===== src/rtl/clock_divider_pkg.sv =====
// Project-wide clock constants shared by blocks that derive slow rates from the system clock.
package clock_divider_pkg;

  localparam int SYS_CLK_HZ = 100_000_000;

  // Converts a desired output frequency into the matching DIVIDER value.
  function automatic int divider_for_hz(input int target_hz);
    return SYS_CLK_HZ / target_hz;
  endfunction

endpackage


===== src/rtl/clock_divider.sv =====
// Integer clock divider: a flop-driven slow square wave clk_out plus a one-cycle
// tick strobe in the clk domain that marks each clk_out rising edge.
module clock_divider
  import clock_divider_pkg::*;
#(
  parameter int DIVIDER = SYS_CLK_HZ
) (
  input  logic clk,
  input  logic reset,
  output logic clk_out,
  output logic tick
);

  localparam int CNT_W = (DIVIDER < 2) ? 1 : $clog2(DIVIDER);
  localparam logic [CNT_W-1:0] LAST   = CNT_W'(DIVIDER - 1);
  localparam logic [CNT_W-1:0] LO_CNT = CNT_W'(DIVIDER - DIVIDER / 2);

  if (DIVIDER < 2) begin : g_bad_divider
    $error("clock_divider: DIVIDER must be at least 2");
  end

  logic [CNT_W-1:0] cnt;
  logic [CNT_W-1:0] cnt_next;

  always_comb begin
    cnt_next = cnt + CNT_W'(1);
    if (cnt == LAST) begin
      cnt_next = '0;
    end
  end

  // Low phase spans counts 0..LO-1, high phase LO..DIVIDER-1, so odd dividers run low one cycle longer.
  always_ff @(posedge clk or negedge reset) begin
    if (!reset) begin
      cnt     <= '0;
      clk_out <= 1'b0;
      tick    <= 1'b0;
    end else begin
      cnt  <= cnt_next;
      tick <= (cnt_next == LO_CNT);
      if (cnt_next == LO_CNT) begin
        clk_out <= 1'b1;
      end else if (cnt_next == '0) begin
        clk_out <= 1'b0;
      end
    end
  end

endmodule


===== config.mk =====
export PLATFORM = sky130hd
export DESIGN_NAME = clock_divider
export DESIGN_NICKNAME = d
export VERILOG_FILES = /design/src/rtl/clock_divider_pkg.sv /design/src/rtl/clock_divider.sv
export SDC_FILE = /design/constraint.sdc
export NUM_CORES = 1
export LEC_CHECK = 0
export CAP_MARGIN = 20
export CORE_AREA = 2 2 66 68
export DETAILED_ROUTE_END_ITERATION = 7
export DIE_AREA = 0 0 68 70
export PLACE_DENSITY = 0.58
export SETUP_SLACK_MARGIN = 0.5
export SLEW_MARGIN = 5
export SYNTH_ARGS = -nofsm -noshare
export SYNTH_HDL_FRONTEND = slang
export SYNTH_SLANG_ARGS = --single-unit

===== constraint.sdc =====
create_clock -name clk -period 2.5 [get_ports clk]
set_input_delay 0.25 -clock clk [delete_from_list [all_inputs] [get_ports clk]]
set_output_delay 0.25 -clock clk [all_outputs]
set_load 0.02 [all_outputs]

==> metrics.yaml, run 1 <==
yosys:
  synth_top_area_share_pct: 41.3
  netlist-cell-type-count: 46
  yosys_warnings: 0
  synth_area_leaders: "dfrtp_1 (41%), xor2_1 (9.0%), nor2_1 (5.3%), nand3_1 (4.3%), nand4_1 (3.9%)"
  synth_ff_type: "dfrtp_1"
  synth.avg_cell_area_um2: 9.41
  synth.cell_area_um2: 1760
  netlist_instances: 187
  ys_ff_latch: 29
  synth_nets: 190
  synth-edff-count: 0
  synth-async-reset-ratio_pct: 100
  yosys.area.top_type: "dfrtp_1"
  yosysSeqAreaShare_pct: 41.3
floorplan:
  die_y_um: 70
  ios: 4
  dieArea_um2: 4760
  start_util_pct: 42.5
  die_w_um: 68
  coreArea_um2: 4140
  num_rows: 24
sta:
  skew_ps: 2.60
  finalCritPeriodShare_pct: 89.6
  max_slew_margin_pct: 65.2
  final-setup-viol-count: 0
  drv_slew: 0
  tightestPinTransition_ps: 517
  finalSetupTns_ps: 0
  rsz0062_at_grt: "yes"
  fmaxAchievable_ghz: 0.446
  finalHoldViolCount: 0
  min_period_ps: 2240
cells_and_area:
  synthToLayoutAreaGrowth_pct: 27.0
  post-route-util_pct: 53.9
  drive_above_1_share_pct: 33.3
  final_net_count: 218
  antenna_cells: 0
  final_common_cell: "buf_4"
  final_cell_mix: "buf_4 (30), nor2_1 (22), dfrtp_1 (20), xor2_1 (17), nand3_1 (14)"
  instances_no_fill: 268
route:
  vias: 1541
  ant_nets: 0
  drt_iter0_markers: 94
  first_pass_iters: 5
  via_per_inst: 5.75
  remaining_drc_errors: 0
  routedWlPerCell_um: 16.7
  routed_wl_um: 4470
place:
  place_hpwl_um: 2890
  gp_congestion: 0.903
  dp.cells: 244
  port_buffers: 3
pwr:
  seq_power_share_pct: 47.2
  switchingPower_uw: 200
  p_sw_share_pct: 20.1
  power_density_nw_per_um2: 445
  pwr-share-clk_pct: 51.7
  leakage_uw: 0.000984
  p_comb_share_pct: 1.2
  max-vdd-ir-drop_v: 0.000320
  power.internal_uw: 795
status:
  run_status: "completed"
critical_path:
  startpoint_type: "register"
  reg2reg_to: "clk_out"
  crit_family: "simple AND/OR/NAND/NOR gates"
  crit_chain: "ha_4, and4_4, nand4_1, xor2_1, inv_1, or4_1, nor4_2, o211ai_1"
  cp-end-kind: "register"
  arrival_ps: 2400
  rr_startpoint: "cnt[1]"
  crit_fanout: 4
  critPathBufInv: 1
  ff2ff_path_depth: 8
  critPathKind: "reg2reg"
  worst_ep_required_time_ps: 2660
  r2r_slack_ps: 260
  slowest_stage: "or4_1"
  slowest_delay_ps: 540
job:
  drv_cap: 0
grt:
  grt-ovfl-total: 0
  track_usage_pct: 21.1
  antenna_found_initial: 0
  grt_pass1_vias: 1562
  grt_max_degree: 30
  grt_pass1_wl_um: 7480
clocking:
  cts_root_buf: "clkbuf_8"
  clock_latency_ps: 290
  cts_max_path_buffers: 2
  cts-hold-fix-buffers: 0
  clkTransAtPathRegs_ps: 60
  cts_max_level: 2
  cts_buffers: 5
  cts.sinks: 29
  cts_tree: "built"
min_path:
  hp-class: "in2async"
## power by group through the flow
stage               registers (uW)  logic (uW)  clock network [uW]
detailed placement             478        12.2                   0
CTS                            469        12.2                 521
floorplan                      478    0.000429                   0
global placement               478        12.3                   0
global route                   469        13.7                 550
finish                         469        11.5                 514
## cells by family (layout without fill, tap and decap cells)
logic type | Yosys count | after routing | share of synthesized area [%]
DFF | 29 | 29 | 41.3
muxes | 1 | 1 | 0.640
xor gates and xnor gates | 24 | 24 | 12.4
adders and majority gates | 1 | 1 | 0.711
buffers and inverters | 19 | 48 | 6.68
AOI/OAI and AO/OA | 15 | 15 | 5.97
and+or+nand+nor | 98 | 98 | 32.4
## final cells by class
cell class	count	area, um2
Timing Repair Buffer	33	255
Clock inverter	2	37.5
Clock buffer	6	82.6
Inverter	7	26.3
Fill cell	365	1910
Sequential cell	29	737
Tap cell	52	65.1
Multi-Input combinational cell	139	1030
## state kept, by name (all words and copies together) (netlist names)
name,count
clk_out,1
tick,1
cnt,27
## synthesized netlist by cell type (2+ instances only)
library cell / n
dfrtp_1: 29
nor2_1: 25
xor2_1: 18
nand3_1: 15
nand4_1: 11
nand2_1: 9
nor4_1: 7
inv_1: 6
buf_2: 5
xnor2_1: 5
and3_1: 4
and4_4: 4
a21oi_1: 3
and4_1: 3
buf_6: 3
nor3_1: 3
and2_1: 2
buf_4: 2
nor3b_1: 2
o211ai_1: 2
o21ai_0: 2
o31ai_1: 2
or4_1: 2
## through the flow
| stage | hold slack [ps] | power [uW] | worst slack, ps | cell area, um2 |
|---|---|---|---|---|
| finish | 339 | 995 | 259 | 2230 |
| global route | 382 | 1030 | 140 | 2230 |
| CTS | 354 | 1000 | 317 | 2190 |
| detailed placement | 565 | 490 | 74.8 | 1890 |
| global placement | 562 | 490 | 71.6 | 1890 |
| floorplan | -45.6 | 478 | 295 | 1790 |
## metal layers
metal / vias up / track usage [%] / part of all wire (%)
met5: - / 0 / 0
met4: 0 / 8.00 / 1.6
met3: 7 / 4.99 / 5.9
met2: 53 / 31.6 / 48
met1: 749 / 29.2 / 45
li1: 732 / - / -
## timing repair
item	4_1_cts	5_1_grt
buffers inserted	15	1
gates resized for setup	20	7
pin swaps	8	4
endpoints found under the setup margin	10	10
## worst max-delay path by stage
stage               startpoint  endpoint  slack [ps]  depth (start not counted)
floorplan               cnt[5]   clk_out         290                         11
global placement        cnt[9]   clk_out          70                          8
detailed placement      cnt[9]   clk_out          70                          8
CTS                     cnt[1]   clk_out         320                          8
global route           cnt[10]   clk_out         140                          8
finish                  cnt[1]   clk_out         260                          8
Power figures use the tool's default switching activity.
==> inputs of run 2 (changes only) <==
CTS_CLUSTER_SIZE = 8   (was default)
==> results of run 2 <==
Final layout, timing and power as in run 1 (identical DEF).
==> inputs of run 3 (changes only) <==
CAP_MARGIN = default   (was 20)
CTS_BUF_LIST = sky130_fd_sc_hd__clkbuf_4 sky130_fd_sc_hd__clkbuf_8   (was default)
==> results of run 3 <==
Final layout, timing and power as in run 1 (identical DEF).
